[src/rtl/csi_pkg.sv]
// Shared CSI-2 receive definitions: handler states, header layout
// and the byte-lane mask used on the final payload word.
package csi_pkg;

    typedef enum logic [2:0] {
        INIT     = 3'd0,
        WAIT_HDR = 3'd1,
        LONG     = 3'd2,
        EOP      = 3'd3,
        GAP      = 3'd4
    } state_t;

    // Data types above this value carry a payload
    localparam logic [5:0] SHORT_DT_MAX = 6'h0F;

    typedef struct packed {
        logic [7:0]  ecc;
        logic [15:0] wc;
        logic [1:0]  vc;
        logic [5:0]  dt;
    } csi_hdr_t;

    function automatic logic [3:0] last_byte_mask(input logic [1:0] rem);
        logic [3:0] mask;
        mask = 4'b1111;
        unique case (rem)
            2'd0: mask = 4'b1111;
            2'd1: mask = 4'b0001;
            2'd2: mask = 4'b0011;
            2'd3: mask = 4'b0111;
        endcase
        return mask;
    endfunction

endpackage

[src/rtl/csi_rx_packet_handler_mvc_if.sv]
// Word stream from the combiner and tagged payload stream to the consumer.
// data_frame is reserved and only carried on the source side.
interface csi_rx_packet_handler_mvc_if;
    logic [31:0] data;
    logic        data_enable;
    logic        data_frame;
    logic [31:0] payload;
    logic        payload_enable;
    logic        payload_frame;
    logic [1:0]  payload_vc;
    logic        payload_last;
    logic [3:0]  payload_bytes;

    modport master (
        input  data, data_enable,
        output payload, payload_enable, payload_frame,
        output payload_vc, payload_last, payload_bytes
    );

    modport slave (
        output data, data_enable, data_frame,
        input  payload, payload_enable, payload_frame,
        input  payload_vc, payload_last, payload_bytes
    );
endinterface

[src/rtl/csi_header_ecc.sv]
// CSI-2 packet header ECC generator (6 parity bits over 24 header bits).
module csi_header_ecc (
    input  logic [23:0] data,
    output logic [7:0]  ecc
);
    localparam logic [23:0] P0 = 24'hF12CB7;
    localparam logic [23:0] P1 = 24'hF2555B;
    localparam logic [23:0] P2 = 24'h749A6D;
    localparam logic [23:0] P3 = 24'hB8E38E;
    localparam logic [23:0] P4 = 24'hDF03F0;
    localparam logic [23:0] P5 = 24'hEFFC00;

    assign ecc = {2'b00,
                  ^(data & P5), ^(data & P4), ^(data & P3),
                  ^(data & P2), ^(data & P1), ^(data & P0)};
endmodule

[src/rtl/csi_rx_packet_handler_mvc.sv]
// Multi-VC CSI-2 packet handler: header decode, per-VC frame/line
// tracking and long-packet payload extraction with error pulses.
module csi_rx_packet_handler_mvc
    import csi_pkg::*;
#(
    parameter logic [3:0]  VC_MASK  = 4'b0001,
    parameter logic [5:0]  FS_DT    = 6'h00,
    parameter logic [5:0]  FE_DT    = 6'h01,
    parameter logic [5:0]  VIDEO_DT = 6'h2A,
    parameter logic [15:0] MAX_LEN  = 16'd8192
) (
    input  logic       clock,
    input  logic       reset,
    input  logic       enable,
    csi_rx_packet_handler_mvc_if.master bus,
    input  logic       lp_detect,
    output logic       sync_wait,
    output logic       packet_done,
    output logic [3:0] vsync,
    output logic [3:0] in_frame,
    output logic [3:0] in_line,
    output logic       ecc_err,
    output logic       timeout_err,
    output logic       trunc_err
);

    state_t      state;
    state_t      state_nxt;
    csi_hdr_t    hdr;
    logic [7:0]  ecc_calc;
    logic [15:0] pkt_len;
    logic [16:0] bytes_read;
    logic [16:0] br_next;
    logic [1:0]  cur_vc;
    logic        ecc_ok;
    logic        vc_ok;
    logic        dt_ok;
    logic        hdr_valid;
    logic        hdr_long;
    logic        len_hit;
    logic        max_hit;
    logic        is_last;
    logic        hdr_take;
    logic        word_take;

    csi_header_ecc u_ecc (
        .data (bus.data[23:0]),
        .ecc  (ecc_calc)
    );

    assign hdr       = bus.data;
    assign ecc_ok    = (hdr.ecc == ecc_calc);
    assign vc_ok     = VC_MASK[hdr.vc];
    assign dt_ok     = (hdr.dt == FS_DT) || (hdr.dt == FE_DT)
                    || (hdr.dt == VIDEO_DT);
    assign hdr_valid = vc_ok && dt_ok && ecc_ok;
    assign hdr_long  = hdr_valid && (hdr.dt > SHORT_DT_MAX)
                    && (hdr.wc != 16'd0);

    // 17-bit count so the +4 never wraps against a 16-bit limit
    assign br_next = bytes_read + 17'd4;
    assign len_hit = br_next >= {1'b0, pkt_len};
    assign max_hit = br_next >= {1'b0, MAX_LEN};
    assign is_last = len_hit || max_hit;

    always_ff @(posedge clock) begin
        if (reset) begin
            state <= INIT;
        end else if (enable) begin
            state <= state_nxt;
        end
    end

    always_comb begin
        state_nxt = state;
        if (lp_detect) begin
            state_nxt = INIT;
        end else begin
            unique case (state)
                INIT:     state_nxt = WAIT_HDR;
                WAIT_HDR: if (bus.data_enable)
                              state_nxt = hdr_long ? LONG : EOP;
                LONG:     if (bus.data_enable && is_last)
                              state_nxt = EOP;
                EOP:      state_nxt = GAP;
                GAP:      state_nxt = WAIT_HDR;
                default:  state_nxt = INIT;
            endcase
        end
    end

    always_comb begin
        sync_wait   = (state == WAIT_HDR);
        packet_done = (state == EOP) || lp_detect;
        hdr_take    = (state == WAIT_HDR) && bus.data_enable && !lp_detect;
        word_take   = (state == LONG) && bus.data_enable;
    end

    always_ff @(posedge clock) begin
        if (reset) begin
            pkt_len            <= '0;
            bytes_read         <= '0;
            cur_vc             <= '0;
            bus.payload        <= '0;
            bus.payload_enable <= 1'b0;
            bus.payload_frame  <= 1'b0;
            bus.payload_vc     <= '0;
            bus.payload_last   <= 1'b0;
            bus.payload_bytes  <= '0;
            vsync              <= '0;
            in_frame           <= '0;
            in_line            <= '0;
            ecc_err            <= 1'b0;
            timeout_err        <= 1'b0;
            trunc_err          <= 1'b0;
        end else if (enable) begin
            bus.payload_enable <= word_take;
            bus.payload_last   <= word_take && is_last;
            bus.payload_frame  <= (state == LONG);
            vsync              <= '0;
            ecc_err            <= 1'b0;
            timeout_err        <= word_take && !len_hit && max_hit;
            // A final word landing with lp_detect is a clean end, not a cut
            trunc_err          <= (state == LONG) && lp_detect
                               && !(word_take && is_last);
            if (word_take) begin
                bus.payload       <= bus.data;
                bus.payload_vc    <= cur_vc;
                bus.payload_bytes <= is_last ? last_byte_mask(pkt_len[1:0])
                                             : 4'b1111;
                if (is_last) begin
                    in_line[cur_vc] <= 1'b0;
                end else begin
                    bytes_read <= br_next;
                end
            end
            if (lp_detect) begin
                in_line[cur_vc] <= 1'b0;
            end
            if (hdr_take) begin
                ecc_err    <= !ecc_ok;
                bytes_read <= '0;
                if (vc_ok) begin
                    pkt_len <= hdr.wc;
                    cur_vc  <= hdr.vc;
                end
                if (hdr_valid) begin
                    unique case (1'b1)
                        (hdr.dt == FS_DT): begin
                            in_frame[hdr.vc] <= 1'b1;
                            vsync            <= 4'b0001 << hdr.vc;
                        end
                        (hdr.dt == FE_DT):    in_frame[hdr.vc] <= 1'b0;
                        (hdr.dt == VIDEO_DT): in_line[hdr.vc]  <= 1'b1;
                        default: ;
                    endcase
                end
            end
        end
    end

endmodule
[src/flat_wrapper.sv]
// flat-port wrapper written by rule: the top's interface ports become plain ports
module csi_rx_packet_handler_mvc_flat import csi_pkg::*;
#(
    parameter logic [3:0]  VC_MASK  = 4'b0001,
    parameter logic [5:0]  FS_DT    = 6'h00,
    parameter logic [5:0]  FE_DT    = 6'h01,
    parameter logic [5:0]  VIDEO_DT = 6'h2A,
    parameter logic [15:0] MAX_LEN  = 16'd8192
)
  (clock, reset, enable, lp_detect, sync_wait, packet_done, vsync, in_frame, in_line, ecc_err, timeout_err, trunc_err, bus_data, bus_data_enable, bus_payload, bus_payload_enable, bus_payload_frame, bus_payload_vc, bus_payload_last, bus_payload_bytes);
  csi_rx_packet_handler_mvc_if bus_i ();
  input  logic clock;
  input  logic reset;
  input  logic enable;
  input  logic lp_detect;
  output logic sync_wait;
  output logic packet_done;
  output logic [3:0] vsync;
  output logic [3:0] in_frame;
  output logic [3:0] in_line;
  output logic ecc_err;
  output logic timeout_err;
  output logic trunc_err;
  input wire logic [$bits(bus_i.data)-1:0] bus_data;
  input wire logic [$bits(bus_i.data_enable)-1:0] bus_data_enable;
  output wire logic [$bits(bus_i.payload)-1:0] bus_payload;
  output wire logic [$bits(bus_i.payload_enable)-1:0] bus_payload_enable;
  output wire logic [$bits(bus_i.payload_frame)-1:0] bus_payload_frame;
  output wire logic [$bits(bus_i.payload_vc)-1:0] bus_payload_vc;
  output wire logic [$bits(bus_i.payload_last)-1:0] bus_payload_last;
  output wire logic [$bits(bus_i.payload_bytes)-1:0] bus_payload_bytes;
  assign bus_i.data = bus_data;
  assign bus_i.data_enable = bus_data_enable;
  assign bus_payload = bus_i.payload;
  assign bus_payload_enable = bus_i.payload_enable;
  assign bus_payload_frame = bus_i.payload_frame;
  assign bus_payload_vc = bus_i.payload_vc;
  assign bus_payload_last = bus_i.payload_last;
  assign bus_payload_bytes = bus_i.payload_bytes;
  csi_rx_packet_handler_mvc #(.VC_MASK(VC_MASK), .FS_DT(FS_DT), .FE_DT(FE_DT), .VIDEO_DT(VIDEO_DT), .MAX_LEN(MAX_LEN)) u_core (.clock(clock), .reset(reset), .enable(enable), .bus(bus_i), .lp_detect(lp_detect), .sync_wait(sync_wait), .packet_done(packet_done), .vsync(vsync), .in_frame(in_frame), .in_line(in_line), .ecc_err(ecc_err), .timeout_err(timeout_err), .trunc_err(trunc_err));
endmodule
[config.mk]
export PLATFORM = sky130hd
export DESIGN_NAME = csi_rx_packet_handler_mvc_flat
export DESIGN_NICKNAME = d
export VERILOG_FILES = /design/src/rtl/csi_pkg.sv /design/src/rtl/csi_rx_packet_handler_mvc_if.sv /design/src/rtl/csi_header_ecc.sv /design/src/rtl/csi_rx_packet_handler_mvc.sv /design/src/flat_wrapper.sv
export SDC_FILE = /design/constraint.sdc
export NUM_CORES = 1
export LEC_CHECK = 0
export BUFFER_PORTS_ARGS = -buffer_cell sky130_fd_sc_hd__buf_2
export CORE_MARGIN = 2
export CORE_UTILIZATION = 56
export CTS_CLUSTER_DIAMETER = 120
export DETAILED_ROUTE_END_ITERATION = 16
export GPL_ROUTABILITY_DRIVEN = 0
export PLACE_DENSITY = 0.9
export SYNTH_ARGS = -nofsm -noshare
export SYNTH_HDL_FRONTEND = slang
export SYNTH_SLANG_ARGS = --single-unit
[constraint.sdc]
create_clock -name clock -period 4.1 [get_ports clock]
set_input_delay 0.82 -clock clock [delete_from_list [all_inputs] [get_ports clock]]
set_output_delay 0.82 -clock clock [all_outputs]
set_load 0.01 [all_outputs]
==> results of run 1 <==
## final cells by class
class                           instances  area [um^2]  share of cell area
Timing Repair Buffer                   99          508              0.0885
Tap cell                              108          135              0.0236
Clock inverter                          6         96.3              0.0168
Multi-Input combinational cell        445         2850               0.497
Sequential cell                        92         1840               0.321
Clock buffer                            9          124              0.0216
Inverter                               48          180              0.0314
## per-layer routing
layer,global-route usage,share of wire,vias to the layer above
met5,0,0,-
met4,0.119,0.034,0
met3,0.0480,0.064,45
met2,0.483,0.49,211
met1,0.344,0.41,2249
li1,-,-,2241
## stage by stage
stage | util | hold slack [ns] | power (mW)
after floorplan | - | 0.436 | 1.09
after global routing | 0.661 | 0.483 | 1.90
after detailed placement | 0.635 | 0.447 | 1.16
after CTS | 0.660 | 0.461 | 1.84
final | 0.661 | 0.460 | 1.85
after global placement | 0.635 | 0.432 | 1.15
## logic make-up after synthesis
logic type	synth area share
adders and majority gates	0.0982
xor gates and xnor gates	0.104
AOI/OAI and AO/OA	0.139
DFF	0.371
muxes	0.0101
buffers and inverters	0.0571
and+or+nand+nor	0.221
## synth_stat cells, drive strengths merged, types with 2 or more instances
library cell  instances
a21o                  2
a22o                  3
xnor2                32
and2                  4
nor2                 20
a211o                 3
mux2i                 5
nor3                 11
or4                   2
a21oi                77
o2bb2ai               2
o21ai                10
and3                  7
xor2                  9
buf                   3
nand3                18
clkbuf               24
dfxtp                92
nor3b                 2
and4                  4
nor4                  2
nand4                19
inv                  48
ha                   39
a31oi                 3
nand2               135
xnor3                 7
or3                   5
o21a                  3
## worst min-delay path by stage
stage	to	slack, ns
finish	u_core.bus.payload_enable$_SDFFE_PP0P_	0.46
global placement	u_core.trunc_err$_SDFFE_PP0P_	0.43
global route	u_core.bus.payload[15]$_SDFFE_PP0P_	0.48
CTS	u_core.bus.payload_enable$_SDFFE_PP0P_	0.46
detailed placement	u_core.bus.payload_enable$_SDFFE_PP0P_	0.45
floorplan	u_core.pkt_len[10]$_SDFFE_PP0P_	0.44
## registers in the layout, summed over array words and instances (netlist names), 2 cells and up
name and cells:
u_core.bytes_read 15, u_core.bus.payload 32, u_core.bus.payload_vc 2, u_core.bus.payload_bytes 4, u_core.in_frame 4, u_core.state 3
u_core.pkt_len 16, u_core.cur_vc 2, u_core.vsync 4, u_core.in_line 4
## worst register-to-register path, stage by stage, from the launching register on
cell	delay [ns]
dfxtp_1	0.42
ha_1	0.30
inv_1	0.12
nor4_2	0.40
xor2_1	0.23
ha_1	0.29
a211oi_1	0.26
o211ai_1	0.13
a221o_1	0.37
nor3_1	0.18
buf_4	0.23
nand3_2	0.19
or4_1	0.49
a21oi_1	0.15
## repair_timing
item,4_1_cts,5_1_grt
setup endpoints to repair,0,3
buffers inserted,0,0
resized for setup,0,1
## where the power goes
part	total, mW	switching, mW	internal [mW]
logic	0.252	0.134	0.118
registers	0.898	0.00255	0.895
clock network	0.698	0.349	0.349
==> summary.txt, run 1 <==
Run status
  – Status: finished clean

Routing
  – DR vias: between 4000 and 5000
  – Iteration-0 DRC count of the detailed router: 499
  – Pre-antenna DRT Iters: 5
  – Drt drc: 0
  – Detailed Route WL: 13500 um
  – Via density: 5.88
  – WL/cell: 16.7 um
  – Post-route ant nets: 0

Final layout
  – Share of layout cells above drive strength 1: 0.176
  – Ant. Diodes: 0
  – Final non-filler cell total: ~800
  – Post-Layout Inst Area: 5740 um^2
  – Fill cells: just under 700
  – Most frequent cells in the layout: nand2_1 (135), buf_2 (94), dfxtp_1 (92)
  – Final #Nets: 771
  – Syn-to-layout area delta: 15.4%
  – Most common cell after layout, fill and taps aside: nand2_1

Critical path
  – Nature of the critical path startpoint: flip-flop
  – CP Max Fanout: 14
  – CP startpoint: u_core.bytes_read[2]$_SDFFE_PP0P_
  – Data arrival, critical path: 4.12 ns
  – Slowest library cell on the worst path: or4_1
  – CP Depth: 13
  – Critical Path Sink: u_core.bytes_read[7]$_SDFFE_PP0P_
  – Setup Crit Path Kind: flip-flop to flip-flop
  – Buf/Inv on CP: 2
  – Max stage delay on crit path: 0.49 ns
  – Most frequent CP cell: ha_1
  – R2R setup slack: 0.28 ns
  – Critical Path RT: 4.40 ns
  – Worst r2r path cells: 13
  – Crit-path cells: ha_1, inv_1, nor4_2, xor2_1, ha_1, a211oi_1, o211ai_1, a221o_1, nor3_1, buf_4, nand3_2, or4_1, a21oi_1
  – Critical path's top delay family: simple AND/OR/NAND/NOR gates
  – RR Endpoint: u_core.bytes_read[7]$_SDFFE_PP0P_
  – R2r startpoint: u_core.bytes_read[2]$_SDFFE_PP0P_
  – CP Capture Type: flip-flop

Synthesis
  – Yosys warnings: 0
  – Net Count, Synth: around 690
  – Cells taking the most area after synthesis: dfxtp_1 (37%), nand2_1 (10%), ha_1 (9.8%)
  – Ys async rst share: 0
  – Post-Syn Area: 4970 um^2
  – Top FF cell, synth: dfxtp_1
  – Register area share after synthesis: 0.371
  – Synth area leader: dfxtp_1
  – Number of synthesized flops with an enable pin: 0
  – #FFs+latches synth: 92
  – Post-synth top area share: 0.371
  – Synthesized instance count: just over 600
  – Avg Cell Area, Syn: 8.12 um^2
  – Yosys cell types: 53

Clock network
  – CTS sink cnt: 92
  – CTS Buf Count: 9
  – CTS tree: built
  – Max clock buf depth: 2
  – Root Buffer: clkbuf_8
  – H-tree levels: 3
  – Cts hold-fix bufs: 0
  – Clock Latency Late Sink: 0.36 ns
  – Clock transition at path regs: 0.10 ns

Min path
  – Class of the worst hold path: flip-flop to flip-flop
  – Min-delay src: u_core.bus.payload_enable$_SDFFE_PP0P_
  – Hold path depth: 2

Timing
  – Final min period: 3.82 ns
  – Setup TNS Final: 0 ns
  – Final worst-path setup slack: 0.276 ns
  – Worst slew pin tran: about 0.94 ns
  – Slew Limit Fails: 0
  – Count of final hold-check violations: 0
  – Clk_skew: 0.00818 ns
  – Max Fclk: 261 MHz
  – Final setup fails: 0
  – Relative slew slack: 0.373
  – Unrepaired setup endpoints after global routing: false
  – Crit share post-route: 0.933

Place
  – Hpwl dp: about 9600 um
  – Post-placement cell area: 5510 um^2
  – IO Port Bufs: 94
  – Placed instance count: 792
  – Pre-CTS WS: 0.414 ns

Power
  – Pwr dens: around 320 nW/um^2
  – Maximum VDD drop: around 230 uV
  – Leak: 2.52 nW

Global routing
  – Overflow left after global routing: 0
  – Initial antenna violation count: 0
  – Vias in the first global route: around 4700
  – Total GRT Usage: 0.280
  – Largest net degree at the start of global routing: 73
  – First-pass GRT wire length: 22200 um

Floorplanning
  – Initial Util: 0.573
  – Die X: 98.2 um
  – Die Y: slightly below 100 um
  – Core Rows: 34
  – Die area: 9650 um^2
  – CORE AREA: 8680 um^2
  – Top Ports: 95

Run
  – Max-Cap Viols: 0
Note: power is estimated with default switching activity, not from simulation.
==> run 2: changes to the inputs <==
Settings changed: REMOVE_ABC_BUFFERS set to 1, SETUP_SLACK_MARGIN set to 0.2.
==> run 2 against run 1 <==
  * Non-clock buffer count stayed put
  * Critical path depth is 1 higher
  * Via count is 0.48% higher
  * Clock skew is 0.0032 ns higher
  * First-iteration DRC count is 13% lower
  * Power decreased by 0.22%
  * Critical path type unchanged
  * Critical endpoint is now u_core.state[0]$_SDFFE_PP0P_
==> summary.txt, run 2 (same netlist as run 1, synthesis figures left out) <==
Power
  – Switching Fraction: 0.255 (-0.00776)
  – Leak: 2.55 nW (+1.0%)
  – Maximum VDD drop: 201 uV (-14%)
  – Internal power: 1.37 mW (+0.83%)
  – Flop pwr share: 0.487 (about the same)
  – Power share of the combinational group: 0.134 (-0.002)
  – Sw Pwr: 0.470 mW (-3.2%)
  – Pwr dens: 320 nW/um^2 (-0.72%)
  – Part of the power in the clock network: 0.379 (about the same)

Timing
  – Relative slew slack: 0.444 (+0.0713)
  – Final setup fails: 0 (unchanged)
  – Final min period: 3.89 ns (+0.0640 ns)
  – Unrepaired setup endpoints after global routing: false
  – Hold_ws: 0.455 ns (-0.00472 ns)
  – Count of final hold-check violations: 0 (unchanged)
  – Setup TNS Final: 0 ns (unchanged)
  – Max Fclk: 257 MHz (-1.6%)
  – Clk_skew: 0.0114 ns (+0.00318 ns)
  – Slew Limit Fails: 0 (unchanged)
  – Worst slew pin tran: 0.834 ns (-0.107 ns)
  – Final worst-path setup slack: 0.212 ns (-0.0640 ns)
  – Crit share post-route: 0.948 (+0.0156)

Place
  – Pre-CTS WS: 0.364 ns (-0.0500 ns)
  – Placed instance count: 792 (unchanged)
  – Hpwl dp: 9290 um (-3.6%)
  – IO Port Bufs: 94 (unchanged)

Routing
  – Post-route ant nets: 0 (unchanged)
  – Met3 wire len: 967 um (+12%)
  – Via density: 5.91 (+0.48%)
  – Detailed Route WL: 13200 um (-2.1%)
  – Pre-antenna DRT Iters: 6 (+1)
  – Drt drc: 0 (unchanged)
  – Met1 wire length: 5190 um (-6.5%)
  – Iteration-0 DRC count of the detailed router: 432 (-13%)
  – Top Metal Used: met4
  – WL/cell: 16.4 um (-2.1%)
  – Met2 WL: 6560 um (-0.88%)
  – DR vias: 4769 (+0.48%)

Floorplanning
  – Die X: 98.2 um (unchanged)
  – CORE AREA: 8680 um^2 (unchanged)
  – Top Ports: 95 (unchanged)
  – Die area: 9650 um^2 (unchanged)
  – Die Y: 98.2 um (unchanged)
  – Core Rows: 34 (unchanged)
  – Initial Util: 0.573 (unchanged)

Final layout
  – Ant. Diodes: 0 (unchanged)
  – Biggest regs: u_core.bus.payload x32, u_core.pkt_len x16, u_core.bytes_read x15
  – Final non-filler cell total: 807 (unchanged)
  – Final #Nets: 771 (unchanged)
  – Most common cell after layout, fill and taps aside: nand2_1
  – Share of layout cells above drive strength 1: 0.179 (+0.00286)
  – Most frequent cells in the layout: nand2_1 (135), buf_2 (94), dfxtp_1 (92)
  – Syn-to-layout area delta: 16.0%
  – Reg with most FFs: u_core.bus.payload
  – Max FFs per register: 32 (unchanged)
  – Fill cells: 657 (-5.1%)

Clock network
  – Clock Latency Late Sink: 0.37 ns (about the same)
  – Clock transition at path regs: 0.10 ns (about the same)
  – Cts hold-fix bufs: 0 (unchanged)
  – CTS sink cnt: 92 (unchanged)
  – Root Buffer: clkbuf_8
  – Max clock buf depth: 2 (unchanged)
  – Post-CTS sizing: 0 (unchanged)
  – Post-CTS setup buffer count: 0 (unchanged)
  – CTS Buf Count: 9 (unchanged)
  – CTS tree: built
  – H-tree levels: 3 (unchanged)

Critical path
  – Setup Crit Path Kind: flip-flop to flip-flop
  – Critical Path RT: 4.41 ns (about the same)
  – CP Capture Type: flip-flop
  – Data arrival, critical path: 4.19 ns (+0.07 ns)
  – Nature of the critical path startpoint: flip-flop
  – CP Max Fanout: 13 (-1)

Global routing
  – Overflow left after global routing: 0 (unchanged)
  – Initial antenna violation count: 0 (unchanged)
  – First-pass GRT wire length: 21900 um (-1.3%)
  – Largest net degree at the start of global routing: 73 (unchanged)
  – Vias in the first global route: 4796 (+1.8%)
  – Total GRT Usage: 0.274 (-0.00570)

Run
  – Max-Cap Viols: 0 (unchanged)

Run status
  – Status: finished clean

Min path
  – Class of the worst hold path: flip-flop to flip-flop
## run 2: cell type report
class	instances	area, um^2	area share
Tap cell	108	135	0.0234
Clock inverter	5	85.1	0.0148
Inverter	48	180	0.0313
Timing Repair Buffer	99	508	0.0881
Clock buffer	10	138	0.0239
Multi-Input combinational cell	445	2880	0.499
Sequential cell	92	1840	0.319
## run 2: metrics by stage
step	cell area [um^2]	total power [mW]	utilization
2_1_floorplan	4870	1.08	-
3_3_place_gp	5510	1.15	0.635
3_5_place_dp	5510	1.16	0.635
4_1_cts	5730	1.83	0.661
5_1_grt	5770	1.90	0.664
6_report	5770	1.84	0.664
## run 2: worst max-delay path, cell delays in order (launching register included)
cell and delay [ns]:
dfxtp_1 0.44, ha_2 0.28, inv_1 0.12, nor2_1 0.28, nand3_1 0.14, xnor2_1 0.16
ha_1 0.32, nand4_1 0.15, nor3_1 0.35, o311a_1 0.25, nor3_2 0.06, buf_4 0.20
a211o_1 0.30, a2111oi_1 0.58, o21a_1 0.21
## run 2: path summary, 6_finish.rpt
kind                                  startpoint  slack [ns]  cells after the start                             endpoint
min reg2reg  u_core.bus.payload[20]$_SDFFE_PP0P_        0.46                      2  u_core.bus.payload[20]$_SDFFE_PP0P_
min          u_core.bus.payload[20]$_SDFFE_PP0P_        0.46                      2  u_core.bus.payload[20]$_SDFFE_PP0P_
max reg2reg    u_core.bytes_read[2]$_SDFFE_PP0P_        0.21                     14         u_core.state[0]$_SDFFE_PP0P_
max            u_core.bytes_read[2]$_SDFFE_PP0P_        0.21                     14         u_core.state[0]$_SDFFE_PP0P_
## run 2: per-layer routing
metal / global-route usage / vias up
met3: 0.0501 / 52
met4: 0.119 / 0
met2: 0.481 / 260
met5: 0 / -
met1: 0.328 / 2219
li1: - / 2238
## run 2: power by group through the flow
stage / clock [mW] / sequential (mW) / combinational [mW]
2_1_floorplan: 0 / 0.918 / 0.160
5_1_grt: 0.734 / 0.898 / 0.266
3_5_place_dp: 0 / 0.918 / 0.237
6_report: 0.699 / 0.898 / 0.247
3_3_place_gp: 0 / 0.918 / 0.229
4_1_cts: 0.693 / 0.897 / 0.244
